### src/rtl/turfio_cin_tx_pkg.sv
// Shared definitions for the TURFIO CIN lane transmitter: default words, state encoding,
// and the word-wide PRBS-31 step used by the optional TURFIO_CIN_TX_PRBS_EN training source.
package turfio_cin_tx_pkg;

    localparam logic [31:0] TRAIN_VALUE_DEFAULT = 32'hA55A6996;
    localparam logic [31:0] IDLE_VALUE_DEFAULT  = 32'h00000000;

    typedef enum logic [1:0] {
        ST_WAIT  = 2'd0,
        ST_TRAIN = 2'd1,
        ST_RUN   = 2'd2
    } state_t;

    localparam logic [31:0] PRBS_SEED  = 32'h00000001;
    localparam int          PRBS_TAP_A = 30;
    localparam int          PRBS_TAP_B = 27;

    // x^31 + x^28 + 1, run 32 bit-steps so every bit of the returned word is new; newest bit in [0]
    function automatic logic [31:0] prbs31Next(input logic [31:0] cur);
        logic [31:0] w;
        logic        b;
        w = cur;
        for (int i = 0; i < 32; i++) begin
            b = w[PRBS_TAP_A] ^ w[PRBS_TAP_B];
            w = {w[30:0], b};
        end
        return w;
    endfunction

endpackage

### src/rtl/turfio_cin_tx_fifo.sv
// Command FIFO for the CIN transmitter: DEPTH x WIDTH, first-word-fall-through head,
// registered ready that already reflects the count after this cycle's push/pop.
module turfio_cin_tx_fifo #(
    parameter int DEPTH = 4,
    parameter int WIDTH = 32
) (
    input  logic             clk_i,
    input  logic             rst_ni,
    input  logic             push_i,
    input  logic [WIDTH-1:0] dat_i,
    input  logic             pop_i,
    output logic [WIDTH-1:0] head_o,
    output logic             empty_o,
    output logic             full_o,
    output logic             ready_o
);

    localparam int          AW         = (DEPTH > 1) ? $clog2(DEPTH) : 1;
    localparam int          CW         = AW + 1;
    localparam logic [AW:0] FULL_COUNT = CW'(DEPTH);

    logic [WIDTH-1:0] r_mem [DEPTH];
    logic [AW-1:0]    r_wrPtr;
    logic [AW-1:0]    r_rdPtr;
    logic [AW:0]      r_count;
    logic [AW:0]      w_countNext;
    logic             r_ready;
    logic             w_doPush;
    logic             w_doPop;

    assign empty_o     = (r_count == '0);
    assign full_o      = (r_count == FULL_COUNT);
    assign w_doPush    = push_i && !full_o;
    assign w_doPop     = pop_i && !empty_o;
    assign w_countNext = r_count + CW'(w_doPush) - CW'(w_doPop);
    assign head_o      = r_mem[r_rdPtr];
    assign ready_o     = r_ready;

    // Storage is not reset; the pointers and count alone define what is valid.
    always_ff @(posedge clk_i) begin
        if (w_doPush) begin
            r_mem[r_wrPtr] <= dat_i;
        end
    end

    always_ff @(posedge clk_i or negedge rst_ni) begin
        if (!rst_ni) begin
            r_wrPtr <= '0;
            r_rdPtr <= '0;
            r_count <= '0;
            r_ready <= 1'b0;
        end else begin
            if (w_doPush) begin
                r_wrPtr <= r_wrPtr + AW'(1);
            end
            if (w_doPop) begin
                r_rdPtr <= r_rdPtr + AW'(1);
            end
            r_count <= w_countNext;
            r_ready <= (w_countNext != FULL_COUNT);
        end
    end

endmodule

### src/rtl/turfio_cin_tx.sv
// TURFIO-side CIN lane transmitter: frames 32-bit commands on an 8-clock boundary, MSB nibble first.
// Optional macro TURFIO_CIN_TX_PRBS_EN adds a PRBS-31 training source selected by cmd_valid_i in TRAIN.
module turfio_cin_tx
    import turfio_cin_tx_pkg::*;
#(
    parameter logic [31:0] TRAIN_VALUE = TRAIN_VALUE_DEFAULT,
    parameter logic [31:0] IDLE_VALUE  = IDLE_VALUE_DEFAULT,
    parameter int          FIFO_DEPTH  = 4,
    parameter logic        INV_DOUT    = 1'b0
) (
    input  logic        clk_i,
    input  logic        rst_ni,
    input  logic        phase_i,
    input  logic        train_i,
    input  logic [31:0] cmd_dat_i,
    input  logic        cmd_valid_i,
    output logic        cmd_ready_o,
    output logic [3:0]  dout_o,
    output logic        word_start_o,
    output logic        phase_err_o,
    output logic [1:0]  state_o
);

    localparam logic [3:0] IDLE_LEVEL = {4{INV_DOUT}};

    state_t      r_state;
    state_t      w_stateNext;
    logic [2:0]  r_cnt;
    logic [2:0]  w_cntNext;
    logic [31:0] r_shift;
    logic [31:0] w_word;
    logic [3:0]  r_dout;
    logic        r_wordStart;
    logic        r_phaseErr;
    logic        w_boundary;
    logic        w_active;
    logic        w_load;
    logic        w_phaseErr;
    logic        w_push;
    logic        w_pop;
    logic [31:0] w_head;
    logic        w_empty;
    logic        w_full;
    logic        w_fifoReady;

    assign w_boundary = (r_cnt == 3'd7);
    assign w_active   = (r_state != ST_WAIT);
    // A phase pulse always realigns; an off-boundary pulse also throws away the word in flight.
    assign w_load     = phase_i || (w_active && w_boundary);
    assign w_phaseErr = w_active && (phase_i != w_boundary);
    assign w_cntNext  = phase_i ? 3'd0 : r_cnt + 3'd1;

`ifdef TURFIO_CIN_TX_PRBS_EN
    logic [31:0] r_prbs;
    logic [31:0] w_prbsNext;
    logic        r_prbsActive;
    logic        w_prbsSel;

    assign w_prbsNext = prbs31Next(r_prbs);
    assign w_prbsSel  = w_load && train_i && cmd_valid_i;

    always_ff @(posedge clk_i or negedge rst_ni) begin
        if (!rst_ni) begin
            r_prbs       <= PRBS_SEED;
            r_prbsActive <= 1'b0;
        end else if (w_load) begin
            r_prbsActive <= w_prbsSel;
            if (w_prbsSel) begin
                r_prbs <= w_prbsNext;
            end
        end
    end

    assign cmd_ready_o = w_fifoReady && !r_prbsActive;
    assign w_push      = cmd_valid_i && cmd_ready_o && !w_prbsSel && !w_full;
`else
    assign cmd_ready_o = w_fifoReady;
    assign w_push      = cmd_valid_i && cmd_ready_o && !w_full;
`endif

    turfio_cin_tx_fifo #(
        .DEPTH (FIFO_DEPTH),
        .WIDTH (32)
    ) u_fifo (
        .clk_i   (clk_i),
        .rst_ni  (rst_ni),
        .push_i  (w_push),
        .dat_i   (cmd_dat_i),
        .pop_i   (w_pop),
        .head_o  (w_head),
        .empty_o (w_empty),
        .full_o  (w_full),
        .ready_o (w_fifoReady)
    );

    always_ff @(posedge clk_i or negedge rst_ni) begin
        if (!rst_ni) begin
            r_state <= ST_WAIT;
        end else begin
            r_state <= w_stateNext;
        end
    end

    // train_i is only looked at on a load, so the mode always changes on a word boundary.
    always_comb begin
        w_stateNext = r_state;
        w_word      = IDLE_VALUE;
        w_pop       = 1'b0;
        if (w_load) begin
            if (train_i) begin
                w_stateNext = ST_TRAIN;
                w_word      = TRAIN_VALUE;
`ifdef TURFIO_CIN_TX_PRBS_EN
                if (w_prbsSel) begin
                    w_word = w_prbsNext;
                end
`endif
            end else begin
                w_stateNext = ST_RUN;
                if (!w_empty) begin
                    w_word = w_head;
                    w_pop  = 1'b1;
                end
            end
        end
    end

    always_ff @(posedge clk_i or negedge rst_ni) begin
        if (!rst_ni) begin
            r_cnt       <= 3'd0;
            r_shift     <= 32'd0;
            r_dout      <= IDLE_LEVEL;
            r_wordStart <= 1'b0;
            r_phaseErr  <= 1'b0;
        end else begin
            r_cnt       <= w_cntNext;
            r_wordStart <= w_load;
            r_phaseErr  <= w_phaseErr;
            if (w_load) begin
                r_dout  <= w_word[31:28] ^ IDLE_LEVEL;
                r_shift <= {w_word[27:0], 4'h0};
            end else if (w_active) begin
                r_dout  <= r_shift[31:28] ^ IDLE_LEVEL;
                r_shift <= {r_shift[27:0], 4'h0};
            end else begin
                r_dout <= IDLE_LEVEL;
            end
        end
    end

    assign dout_o       = r_dout;
    assign word_start_o = r_wordStart;
    assign phase_err_o  = r_phaseErr;
    assign state_o      = r_state;

endmodule

### config.mk
export PLATFORM = sky130hd
export DESIGN_NAME = turfio_cin_tx
export DESIGN_NICKNAME = d
export VERILOG_FILES = /design/src/rtl/turfio_cin_tx_pkg.sv /design/src/rtl/turfio_cin_tx_fifo.sv /design/src/rtl/turfio_cin_tx.sv
export SDC_FILE = /design/constraint.sdc
export NUM_CORES = 1
export LEC_CHECK = 0
export BUFFER_PORTS_ARGS = -buffer_cell sky130_fd_sc_hd__buf_2
export CAP_MARGIN = 20
export CORE_MARGIN = 3
export CORE_UTILIZATION = 60
export CTS_CLUSTER_SIZE = 30
export DETAILED_ROUTE_END_ITERATION = 10
export PLACE_DENSITY = 0.76
export SLEW_MARGIN = 5
export SYNTH_ARGS = -nofsm -noshare
export SYNTH_HDL_FRONTEND = slang
export SYNTH_SLANG_ARGS = --single-unit
### constraint.sdc
create_clock -name clk_i -period 3.3 [get_ports clk_i]
set_input_delay 0.165 -clock clk_i [delete_from_list [all_inputs] [get_ports clk_i]]
set_output_delay 0.165 -clock clk_i [all_outputs]
set_load 0.01 [all_outputs]
After elaboration in Yosys (flattened, before gate mapping)
Memories as Yosys holds them, arrays and structs flattened.
Index checks and enable logic that the tools add are counted.
{"block": "totals", "memories": 1, "ramBits": 128, "wordCells": 45, "inputBits": 37, "regBits": 51}
{"name": "u_fifo.r_mem", "depth": 4, "word_bits": 32, "rd": 1, "rd_ports_with_merged_regs": 0, "write_ports": 1, "line": "turfio_cin_tx_fifo.sv:22", "text": "logic [WIDTH-1:0] r_mem [DEPTH];"}
{"block": "op_classes", "add_sub_neg": 5, "muxes": 13, "reduce_logical": 12, "n_eq_ne": 4}
{"op": "2-to-1 mux 32 bit", "n": 4}
{"op": "2-to-1 mux 4 bit", "n": 2}
{"op": "equality test 3 bit, second input constant", "n": 2}
{"op": "logical AND 1 bit", "n": 6}
{"op": "2-to-1 mux 1 bit", "n": 5}
{"op": "adder 2 x 1 -> 2 bit, second input constant", "n": 2}
{"op": "nonzero test 2 bit", "n": 2}
{"op": "adder 3 x 1 -> 3 bit", "n": 1}
{"op": "adder 3 x 1 -> 3 bit, second input constant", "n": 1}
{"op": "zero test 3 bit", "n": 1}
{"op": "2-to-1 mux 3 bit", "n": 1}
{"op": "inequality test 3 bit, second input constant", "n": 1}
{"op": "subtractor 3 x 1 -> 3 bit", "n": 1}
{"op": "zero test 1 bit", "n": 2}
{"op": "2-to-1 mux 2 bit", "n": 1}
{"op": "logical OR 1 bit", "n": 1}
{"op": "inequality test 1 bit", "n": 1}

Depth between registers and ports, before layout
Gate-level depths: netlist (run 1).
{"block": "depth", "ltp_word": 7, "depth_mapped": 16, "ltp_nobuf": 13}

Hierarchy
Synthesis (run 1) repeated with hierarchy kept, for this count alone.
{"block": "hier_totals", "hier_cells": 407, "hier_area_um2": 6954.2}
{"module": "turfio_cin_tx_fifo", "instances": 1, "area_per_inst_um2": 5159.9, "cells_per_inst": 212}
{"module": "turfio_cin_tx", "instances": 1, "area_per_inst_um2": 1794.2, "cells_per_inst": 195}

Worst setup path before layout (run 1)
No wires, ideal clock.
{"block": "synth_path", "path_type": "reg-to-reg", "startpoint": "register r_cnt[0]", "endpoint": "register u_fifo.r_ready (netlist: u_fifo.ready_o)", "t_arrival_ps": 2828, "slack_ps": 343, "required_ps": 3171, "setup_time_ps": 129, "stages_incl_launch_ff": 17, "path_buffers": 3, "cell_sequence": "dfrtp_1 -> ha_1 -> ha_1 -> buf_2 -> o21a_1 -> o21a_1 -> and2_4 -> buf_6 -> buf_12 -> ha_1 -> inv_1 -> ha_1 -> inv_1 -> fa_1 -> xnor2_1 -> xnor2_1 -> nand3b_1"}
{"block": "synth_between", "elab_chain_len": 7}
{"item": "start, declared", "line": "turfio_cin_tx.sv:28", "text": "logic [2:0] r_cnt;"}
{"item": "start signal, assigned", "line": "turfio_cin_tx.sv:136", "text": "r_cnt <= w_cntNext;"}
{"item": "equality test 3 bit", "line": "turfio_cin_tx.sv:46", "text": "assign w_boundary = (r_cnt == 3'd7);"}
{"item": "logical AND 1 bit", "line": "turfio_cin_tx.sv:49", "text": "assign w_load = phase_i || (w_active && w_boundary);"}
{"item": "logical OR 1 bit", "line": "turfio_cin_tx.sv:49"}
{"item": "2-to-1 mux 1 bit", "line": "turfio_cin_tx.sv:109", "text": "if (w_load) begin"}
{"item": "logical AND 1 bit", "line": "turfio_cin_tx_fifo.sv:34", "text": "assign w_doPop = pop_i && !empty_o;"}
{"item": "net u_fifo.w_doPop", "line": "turfio_cin_tx_fifo.sv:29", "text": "logic w_doPop;"}
{"item": "subtractor 3 x 1 -> 3 bit", "line": "turfio_cin_tx_fifo.sv:35", "text": "assign w_countNext = r_count + CW'(w_doPush) - CW'(w_doPop);"}
{"item": "net u_fifo.w_countNext[2]", "line": "turfio_cin_tx_fifo.sv:26", "text": "logic [AW:0] w_countNext;"}
{"item": "inequality test 3 bit", "line": "turfio_cin_tx_fifo.sv:60", "text": "r_ready <= (w_countNext != FULL_COUNT);"}
{"item": "end signal, assigned", "line": "turfio_cin_tx_fifo.sv:60"}
{"item": "end, declared", "line": "turfio_cin_tx_fifo.sv:27", "text": "logic r_ready;"}
The timed path passes the listed nets, and every way through them passes these cells.
A chain may end at the register's enable or synchronous reset.

Final worst setup path (run 1)
{"block": "layout_path", "startpoint": "register r_cnt[0]", "endpoint": "register u_fifo.r_ready (netlist: u_fifo.ready_o)"}
{"block": "layout_between", "elab_chain_len": 7}
{"item": "equality test 3 bit", "line": "turfio_cin_tx.sv:46"}
{"item": "logical AND 1 bit", "line": "turfio_cin_tx.sv:49"}
{"item": "logical OR 1 bit", "line": "turfio_cin_tx.sv:49"}
{"item": "2-to-1 mux 1 bit", "line": "turfio_cin_tx.sv:109"}
{"item": "logical AND 1 bit", "line": "turfio_cin_tx_fifo.sv:34"}
{"item": "subtractor 3 x 1 -> 3 bit", "line": "turfio_cin_tx_fifo.sv:35"}
{"item": "net u_fifo.w_countNext[2]", "line": "turfio_cin_tx_fifo.sv:26"}
{"item": "inequality test 3 bit", "line": "turfio_cin_tx_fifo.sv:60"}
The timed path passes the listed nets, and every way through them passes these cells.

==> summary.md, run 1 <==
| Metric | Value |
|---|---|
| Peak supply drop | 0.503 mV |
| Reg area | 5020 um^2 |
| Post-CTS Resized | 0 |
| Global-route wire length before repair | 21.9 mm |
| Antenna Cells | 0 |
| Worst EP required | 3.60 ns |
| Clock root buffer master | clkbuf_16 |
| Setup violations, final | 0 |
| Xor/xnor share of the synthesized area | 0.755% |
| Setup TNS | 0 ns |
| Hpwl dp | 7.85 mm |
| Clk slew on worst S/H paths | 0.07 ns |
| Placed insts | 580 |
| Hold Path Class | input port to flop |
| Post-DR wirelength/cell | 20.9 um |
| Largest family of logic cells by synthesized area | multiplexers |
| Finished Cell Area | 8270 um^2 |
| Number of setup buffers added after CTS | 0 |
| Mapped Area | 6960 um^2 |
| CP Capture Type | flop |
| Die W | 114 um |
| Status | complete, no violations |
| Post-synthesis compound-gate area fraction | 6.71% |
| Longest Clk Path Bufs | 2 |
| Number of fill cells | 642 |
| Ys Warns | 0 |
| Mux contribution to synthesized area | 10.4% |
| Fmax | 349 MHz |
| Largest net degree at the start of global routing | 48 |
| Max Cap Violations | 0 |
| Cell variety after synth | 34 |
| Post-route ant nets | 0 |
| Initial antenna violation count | 0 |
| P&R area growth vs syn | 18.9% |
| CP Class | flop to flop |
| Final worst-path cycle share | 87.0% |
| Area occupied by multi-input gates | 1760 um^2 |
| RSZ-0062 raised after global routing | false |
| Routed wire length | 13.5 mm |
| Core ar. | 11,100 um^2 |
| RePlAce Congestion | 0.781 |
| Syn avg cell area | 17.1 um^2 |
| Total power | 6.75 mW |
| Fin nets | 539 |
| Clk sinks | 175 |
| Seq/Total Area, Yosys | 72.1% |
| Finished Layout Cells | 646 |
| Worst slew margin | 37.6% |
| Fin worst setup slack | 0.431 ns |
| Number of global-route vias before repair | 4,015 |
| Clock Skews | 0.00802 ns |
| Post-synthesis simple-gate area fraction | 5.79% |
| Num CTS Buffers | 17 |
| Startpoint types | flop |
| Worst slew pin tran | 0.929 ns |
| DRC | 0 |
| Effective utilization at floorplan | 62.8% |
| Congestion Overflow GR | 0 |
| CTS tree | yes |
| Die ar. | 12,900 um^2 |
| All-Layer GR Usage | 23.2% |
| Syn_nets | 454 |
| Pwr per Cell Area | 816 nW/um^2 |
| Max Slew Vio Count | 0 |
| Min cycle time layout | 2.87 ns |
| Arr. time, crit path | 3.17 ns |
| Pre-antenna DRT Iters | 4 |
| FF+latch count, synth | 175 |
| Dpl ws | 0.432 ns |
| Fraction of layout cells with a size suffix above 1 | 26.5% |
| Hold Worst Slack | 0.0893 ns |
| Adder-Cell Fraction of Synth Area | 1.73% |
| Util after Layout | 74.7% |
| Initial DRC count | 334 |
| Post-synthesis cell count | 408 |
| Row count | 38 |
| Via Count | 3,766 |
| Skew-Pair Late Insertion Delay | 0.42 ns |
| Placed instance area | 7310 um^2 |
| LEAKAGE | 3.03 nW |
| Crit Path Max Fanout | 18 |
| Fin. Hold Viols | 0 |
| I/O Pins | 46 |
| H-tree depth | 4 |
| Die Ht | 114 um |
| Via density | 5.83 |
| I/O Buffers | 45 |
-- area by class of cell --
| type | instances | area share [%] |
|---|---|---|
| well taps | 140 | 2.12 |
| multi-input cells | 201 | 21.3 |
| inverters | 8 | 0.363 |
| repair buffers | 90 | 8.11 |
| flip-flops and latches | 175 | 60.7 |
| clock buffers | 17 | 5.14 |
| clock inverters | 15 | 2.28 |
-- state kept, by name, summed over array words and instances, names as in the netlist, 2 cells and up --
register	count
r_shift	28
u_fifo.r_mem	128
state_o	2
u_fifo.r_count	3
dout_o	4
u_fifo.r_wrPtr	2
u_fifo.r_rdPtr	2
r_cnt	3
-- power breakdown --
part,leakage [nW],total [mW],switching (mW),internal (mW)
registers,1.73,3.12,0.244,2.87
clock network,0.282,2.02,0.827,1.20
logic,1.02,1.61,0.840,0.774
total,3.03,6.75,1.91,4.84
-- kinds of logic after synthesis --
| logic type | Yosys count |
|---|---|
| AOI/OAI and AO/OA | 65 |
| xor gates and xnor gates | 6 |
| adders and majority gates | 9 |
| buffers and inverters | 32 |
| DFF | 175 |
| muxes | 32 |
| and+or+nand+nor | 89 |
-- critical path, cell delays in order, from the launching register on --
cell and delay (ns):
dfrtp_1 0.38, ha_1 0.20, ha_1 0.19, o21a_1 0.14
o21a_1 0.22, and2_4 0.24, ha_1 0.32, inv_1 0.06
ha_1 0.14, inv_1 0.05, fa_1 0.37, xnor2_1 0.19
xnor2_1 0.16, nand3b_1 0.10
-- routing by layer --
layer / global-route usage [%] / wire length, um / vias up
met5: 0 / 0 / -
met4: 9.21 / 295 / 0
met3: 5.04 / 672 / 23
met2: 37.4 / 6950 / 115
met1: 31.3 / 5580 / 1904
li1: - / - / 1724
-- Yosys cell counts, drive strengths merged --
| master | n | share of area, % |
|---|---|---|
| a211oi | 1 | 0.11 |
| a21oi | 18 | 1.3 |
| a22o | 2 | 0.25 |
| a32o | 2 | 0.29 |
| and2 | 5 | 0.49 |
| and3 | 1 | 0.090 |
| buf | 15 | 1.6 |
| clkbuf | 9 | 0.49 |
| dfrtp | 47 | 17 |
| edfxtp | 128 | 55 |
| fa | 1 | 0.29 |
| ha | 8 | 1.4 |
| inv | 8 | 0.43 |
| mux4 | 32 | 10 |
| nand2 | 18 | 0.97 |
| nand3b | 1 | 0.11 |
| nor2 | 45 | 2.5 |
| nor2b | 14 | 1.3 |
| nor3 | 2 | 0.14 |
| o21a | 2 | 0.22 |
| o21ai | 16 | 1.2 |
| o22ai | 12 | 1.1 |
| o2bb2ai | 12 | 2.3 |
| or2 | 1 | 0.090 |
| or3 | 2 | 0.18 |
| xnor2 | 4 | 0.50 |
| xor2 | 2 | 0.25 |
-- worst paths after layout --
kind,startpoint,to,slack (ns),cells after the start
max,r_cnt[0]$_DFF_PN0_,u_fifo.ready_o$_DFF_PN0_,0.43,13
min,train_i,dout_o[3]$_DFF_PN0_,0.09,3
max reg2reg,r_cnt[0]$_DFF_PN0_,u_fifo.ready_o$_DFF_PN0_,0.43,13
min reg2reg,r_cnt[0]$_DFF_PN0_,r_cnt[0]$_DFF_PN0_,0.43,1
max in group asynchronous,rst_ni,r_shift[31]$_DFFE_PN0P_,2.70,3
min in group asynchronous,rst_ni,u_fifo.r_count[2]$_DFF_PN0_,0.13,2
-- repair_timing --
item | 4_1_cts | 5_1_grt
endpoints found under the hold margin | 175 | 0
hold buffers | 33 | 0
setup endpoints to repair | 0 | 0
-- layout by cell type, fill, tap and decap left out, types with 2 or more instances in the layout --
cell,instances
inv_1,8
and2_1,4
clkinv_4,6
or3_1,2
dlygate4sd3_1,33
ha_1,8
o2bb2ai_2,9
buf_4,10
mux4_2,32
nor2_1,44
o22ai_1,12
xnor2_1,4
nor2b_1,14
nand2_1,18
xor2_1,2
o21ai_1,13
a32o_1,2
nor3_1,2
o21a_1,2
clkbuf_16,17
buf_2,45
o2bb2ai_1,3
buf_12,2
a22o_1,2
dfrtp_1,46
clkinvlp_4,5
a21oi_1,18
bufinv_16,3
o21ai_0,3
edfxtp_1,128
Power figures use the tool's default switching activity.
==> run 2: changes to the inputs <==
--- a/config.mk
+++ b/config.mk
@@ -7,7 +7,6 @@
 export LEC_CHECK = 0
 export BUFFER_PORTS_ARGS = -buffer_cell sky130_fd_sc_hd__buf_2
 export CAP_MARGIN = 20
-export CORE_MARGIN = 3
 export CORE_UTILIZATION = 60
 export CTS_CLUSTER_SIZE = 30
 export DETAILED_ROUTE_END_ITERATION = 10
==> run 2 against run 1 <==
  * Via count is 2.6% higher
  * Design area decreased by 0.56%
  * Non-clock buffer count unchanged
  * First-iteration DRC count shrank 10%
  * Clock power fell by 4%
  * Maximum frequency fell by 0.87%
  * Routed wire length down 0.58%
  * Count of clock-buffer cells in the layout rose by 1
  * Register-to-register slack lost 0.03 ns
  * Largest cell class unchanged
  * Highest routed layer unchanged
==> summary.md, run 2 (synthesized netlist as in run 1, its figures left out) <==
| Metric | Value |
|---|---|
| Status | complete, no violations |
| Crit Path Max Fanout | 18 |
| Row count | 38 |
| P&R area growth vs syn | 18.2% |
| DRC | 0 |
| Global-route wire length before repair | 21.5 mm |
| Core ar. | 11,100 um^2 |
| Initial DRC count | 300 |
| Dpl ws | 0.414 ns |
| Skew-Pair Late Insertion Delay | 0.43 ns |
| Most common cell after layout, fill and taps aside | edfxtp_1 |
| Max Slew Vio Count | 0 |
| Met2 usage in global routing | 40.8% |
| CP Capture Type | flop |
| Pre-antenna DRT Iters | 5 |
| Fmax | 345 MHz |
| Post-route ant nets | 0 |
| RePlAce Congestion | 0.865 |
| Congestion Overflow GR | 0 |
| Arr. time, crit path | 3.19 ns |
| Peak supply drop | 0.531 mV |
| I/O Pins | 46 |
| Fraction of layout cells with a size suffix above 1 | 25.5% |
| Hold-fix buffers, CTS | 33 |
| All-Layer GR Usage | 25.6% |
| Setup TNS | 0 ns |
| Met3 Use GR | 7.41% |
| Fin nets | 539 |
| Die ar. | 12,000 um^2 |
| LEAKAGE | 3.02 nW |
| Worst EP required | 3.60 ns |
| Fin. Hold Viols | 0 |
| I/O Buffers | 45 |
| Routed wire length | 13.4 mm |
| Max Cap Violations | 0 |
| Setup violations, final | 0 |
| Clock Skews | 0.0106 ns |
| Via Count | 3,865 |
| Most frequent cells in the layout | edfxtp_1 (128), dfrtp_1 (46), buf_2 (45) |
| H-tree depth | 4 |
| Clk sinks | 175 |
| Top Usage Layer GRT | met2 |
| Max reg flops | 128 |
| Util after Layout | 74.3% |
| Number of fill cells | 664 |
| Die W | 110 um |
| Startpoint types | flop |
| Post-CTS Resized | 0 |
| CP Class | flop to flop |
| Longest Clk Path Bufs | 2 |
| Number of global-route vias before repair | 4,066 |
| Hold Path Class | input port to flop |
| Via density | 5.99 |
| Number of setup buffers added after CTS | 0 |
| Fin worst setup slack | 0.405 ns |
| RSZ-0062 raised after global routing | false |
| Clock root buffer master | clkbuf_16 |
| Top reg by flops | u_fifo.r_mem |
| Met1 GRT Util | 33.5% |
| Total power | 6.65 mW |
| Antenna Cells | 0 |
| Min cycle time layout | 2.89 ns |
| Clk slew on worst S/H paths | 0.07 ns |
| Die Ht | 110 um |
| Pwr per Cell Area | 809 nW/um^2 |
| Effective utilization at floorplan | 62.8% |
| Largest net degree at the start of global routing | 48 |
| Worst slew margin | 35.1% |
| Initial antenna violation count | 0 |
| Worst slew pin tran | 0.967 ns |
| Post-DR wirelength/cell | 20.8 um |
| CTS tree | yes |
| Hold Worst Slack | 0.108 ns |
| Final worst-path cycle share | 87.7% |
| Hpwl dp | 7.90 mm |
| Num CTS Buffers | 17 |
## run 2: changes by cell type in the layout (fill, tap and decap cells not counted), sizes merged
| cell | before | now |
|---|---|---|
| bufinv | 3 | 2 |
| inv | 9 | 12 |
| clkbuf | 17 | 18 |
| clkinvlp | 5 | 1 |
## run 2: critical path, cell delays in order (launching register included)
cell	delay (ns)
dfrtp_1	0.38
ha_1	0.20
ha_1	0.20
o21a_1	0.14
o21a_1	0.22
and2_4	0.25
ha_1	0.32
inv_1	0.06
ha_1	0.13
inv_1	0.05
fa_1	0.38
xnor2_1	0.18
xnor2_1	0.16
nand3b_1	0.10
## run 2: final cells by class
type                    count  area (um^2)  area share [%]
clock inverters            13          139            1.69
repair buffers             90          671            8.15
well taps                 140          175            2.13
inverters                   8         30.0           0.365
flip-flops and latches    175         5020            61.0
multi-input cells         201         1760            21.4
clock buffers              18          429            5.22
## run 2: layer usage
layer	part of all wire, %	vias up	wire (um)
met5	0	-	0
met4	2.7	0	358
met3	5.3	34	707
met2	51	148	6850
met1	41	1959	5500
li1	-	1724	-
## run 2: where the power goes
| part | leakage (nW) | internal, mW | switching [mW] |
|---|---|---|---|
| Clock | 0.276 | 1.11 | 0.813 |
| Combinational | 1.02 | 0.772 | 0.824 |
| Sequential | 1.73 | 2.87 | 0.260 |
| Total | 3.02 | 4.76 | 1.90 |
## run 2: per-stage QoR
step                      cell area [um^2]  std cells
final                                 8230        645
after global routing                  8230        645
after CTS                             8210        644
after detailed placement              7310        580
after global placement                7310        580
after floorplan                       6960        408
## run 2: worst paths after layout
path	start	to	slack (ns)	cells past startpoint
hold / removal	train_i	dout_o[3]$_DFF_PN0_	0.11	3
hold reg to reg	r_cnt[0]$_DFF_PN0_	r_cnt[0]$_DFF_PN0_	0.44	1
min in group asynchronous	rst_ni	r_shift[29]$_DFFE_PN0P_	0.12	2
max in group asynchronous	rst_ni	r_cnt[2]$_DFF_PN0_	2.72	3
setup reg to reg	r_cnt[0]$_DFF_PN0_	u_fifo.ready_o$_DFF_PN0_	0.41	13
setup / recovery	r_cnt[0]$_DFF_PN0_	u_fifo.ready_o$_DFF_PN0_	0.41	13
==> run 3: changes to the inputs <==
==> constraint.sdc (replaced) <==
create_clock -name clk_i -period 3.3 [get_ports clk_i]
set_input_delay 0.495 -clock clk_i [delete_from_list [all_inputs] [get_ports clk_i]]
set_output_delay 0.495 -clock clk_i [all_outputs]
set_load 0.01 [all_outputs]
==> run 3 against run 2 <==
  * Count of clock-buffer cells in the layout is 7 higher
  * Utilization shrank 3.4 points
  * Worst setup slack got worse by 0.0064 ns
  * Hold slack improved by 0.17 ns
  * Design area is 4.5% lower
  * Final cell count shrank 4.7%
  * Sequential power about the same
  * Non-clock buffer count down 31
  * Total power fell by 3.0%
  * Clock power is 8% lower
  * Largest power group unchanged
==> summary.md, run 3 (synthesized netlist as in run 1, its figures left out) <==
| Metric | Value |
|---|---|
| Via Count | 3,644 |
| Placed instance area | 7300 um^2 |
| Clk sinks | 175 |
| Pwr per Cell Area | 822 nW/um^2 |
| H-tree depth | 4 |
| Min cycle time layout | 2.90 ns |
| Critical path buffers and inverters | 2 |
| I/O Buffers | 45 |
| Fmax | 345 MHz |
| Top reg by flops | u_fifo.r_mem |
| Max Slew Vio Count | 0 |
| Fraction of layout cells with a size suffix above 1 | 27.4% |
| Setup TNS | 0 ns |
| Via density | 5.93 |
| Most common cell after layout, fill and taps aside | edfxtp_1 |
| Number of setup buffers added after CTS | 0 |
| RSZ-0062 raised after global routing | false |
| Top cell family by delay on the critical path | adder cells |
| Slowest stage delay, CP | 0.39 ns |
| Fin. Hold Viols | 0 |
| DRC | 0 |
| Max reg flops | 128 |
| Die ar. | 12,000 um^2 |
| Routed wire length | 12.8 mm |
| I/O Pins | 46 |
| Post-DR wirelength/cell | 20.8 um |
| Peak supply drop | 0.519 mV |
| Final worst-path cycle share | 87.9% |
| Pre-antenna DRT Iters | 4 |
| Worst slew pin tran | 0.932 ns |
| Initial antenna violation count | 0 |
| Slowest cell on crit path | dfrtp_1 |
| CP Cell Sequence | ha_1, ha_1, o21a_1, o21a_1, and2_4, ha_1, inv_1, ha_1, inv_1, fa_1, xnor2_1, xnor2_1, nand3b_1 |
| CP Class | flop to flop |
| Max Cap Violations | 0 |
| Core ar. | 11,100 um^2 |
| Post-route ant nets | 0 |
| Row count | 38 |
| RePlAce Congestion | 0.801 |
| Largest net degree at the start of global routing | 48 |
| All-Layer GR Usage | 24.0% |
| Clock root buffer master | clkbuf_16 |
| Hold Path Class | input port to flop |
| Crit Path Max Fanout | 18 |
| Finished Cell Area | 7860 um^2 |
| Hpwl dp | 7.68 mm |
| Effective utilization at floorplan | 62.8% |
| Die W | 110 um |
| Global-route wire length before repair | 19.9 mm |
| Arr. time, crit path | 3.20 ns |
| Initial DRC count | 233 |
| Number of global-route vias before repair | 3,771 |
| CP Capture Type | flop |
| Crit-path most repeated cell | ha_1 |
| Area occupied by multi-input gates | 1760 um^2 |
| Worst EP required | 3.60 ns |
| Startpoint types | flop |
| Worst slew margin | 37.4% |
| Reg area | 5020 um^2 |
| Fin nets | 508 |
| Longest Clk Path Bufs | 2 |
| Status | complete, no violations |
| Clk slew on worst S/H paths | 0.06 ns |
| CTS tree | yes |
| Die Ht | 110 um |
| Skew-Pair Late Insertion Delay | 0.43 ns |
| Antenna Cells | 0 |
| LEAKAGE | 2.88 nW |
| P&R area growth vs syn | 12.9% |
| Num CTS Buffers | 17 |
| Congestion Overflow GR | 0 |
| Most frequent cells in the layout | edfxtp_1 (128), dfrtp_1 (46), buf_2 (45) |
| Clock Skews | 0.0129 ns |
| Number of fill cells | 714 |
| Setup violations, final | 0 |
[run 3: cell types whose count changed in the layout (fill, tap and decap cells not counted), moves of 2 or more]
cell / change
buf_4: +2
bufinv_16: -2
clkbuf_1: +4
clkbuf_8: +3
clkinv_1: -3
clkinv_2: +5
clkinv_4: -2
dlygate4sd3_1: -32
inv_6: -3
[run 3: path summary, 6_finish.rpt]
check                           cells past startpoint          startpoint  slack (ns)                           end
worst max-delay path                               13  r_cnt[0]$_DFF_PN0_        0.40      u_fifo.ready_o$_DFF_PN0_
worst min-delay path                                1        cmd_dat_i[0]        0.28  u_fifo.r_mem[2][0]$_DFFE_PP_
worst max register to register                     13  r_cnt[0]$_DFF_PN0_        0.40      u_fifo.ready_o$_DFF_PN0_
worst min register to register                      1  r_cnt[0]$_DFF_PN0_        0.45            r_cnt[0]$_DFF_PN0_
max in group asynchronous                           3              rst_ni        2.32       r_shift[30]$_DFFE_PN0P_
min in group asynchronous                           2              rst_ni        0.48       r_shift[20]$_DFFE_PN0P_
[run 3: cell type report]
type                            count  area share, %
Multi-Input combinational cell    201           22.4
Inverter                            8          0.382
Sequential cell                   175           63.9
Timing Repair Buffer               59           4.40
Clock buffer                       25           6.18
Tap cell                          140           2.23
Clock inverter                      7          0.462
[run 3: worst register-to-register path, stage by stage (launching register included)]
cell and delay [ns]:
dfrtp_1 0.39, ha_1 0.21, ha_1 0.19, o21a_1 0.12
o21a_1 0.21, and2_4 0.23, ha_1 0.32, inv_1 0.06
ha_1 0.13, inv_1 0.05, fa_1 0.38, xnor2_1 0.20
xnor2_1 0.18, nand3b_1 0.10
[run 3: report_power, final]
part | leakage [nW] | internal [mW] | switching (mW)
clock network | 0.265 | 1.01 | 0.763
logic | 0.883 | 0.740 | 0.827
registers | 1.73 | 2.87 | 0.241
total | 2.88 | 4.62 | 1.83
[run 3: through the flow]
step                      hold WS [ns]  instances  utilization [%]  total power, mW  worst slack [ns]
final                            0.279        615             70.9             6.46             0.399
after global routing             0.257        615             70.9             6.75             0.245
after CTS                        0.263        613             70.6             6.51             0.412
after detailed placement         0.439        581             65.9             4.72             0.421
after global placement           0.418        581             65.9             4.66             0.560
after floorplan                  0.199        408                -             4.26             0.343
[run 3: repair_timing]
item | 4_1_cts | 5_1_grt
hold buffers | 0 | 1
hold endpoints to repair | 0 | 10
endpoints found under the setup margin | 0 | 0
resized for setup | 0 | 0
[run 3: per-layer routing]
layer	vias up	part of all wire [%]	track usage, %
met1	1882	41	30.9
met4	0	0.70	7.71
li1	1666	-	-
met5	-	0	0
met2	86	53	39.8
met3	10	5.5	7.05
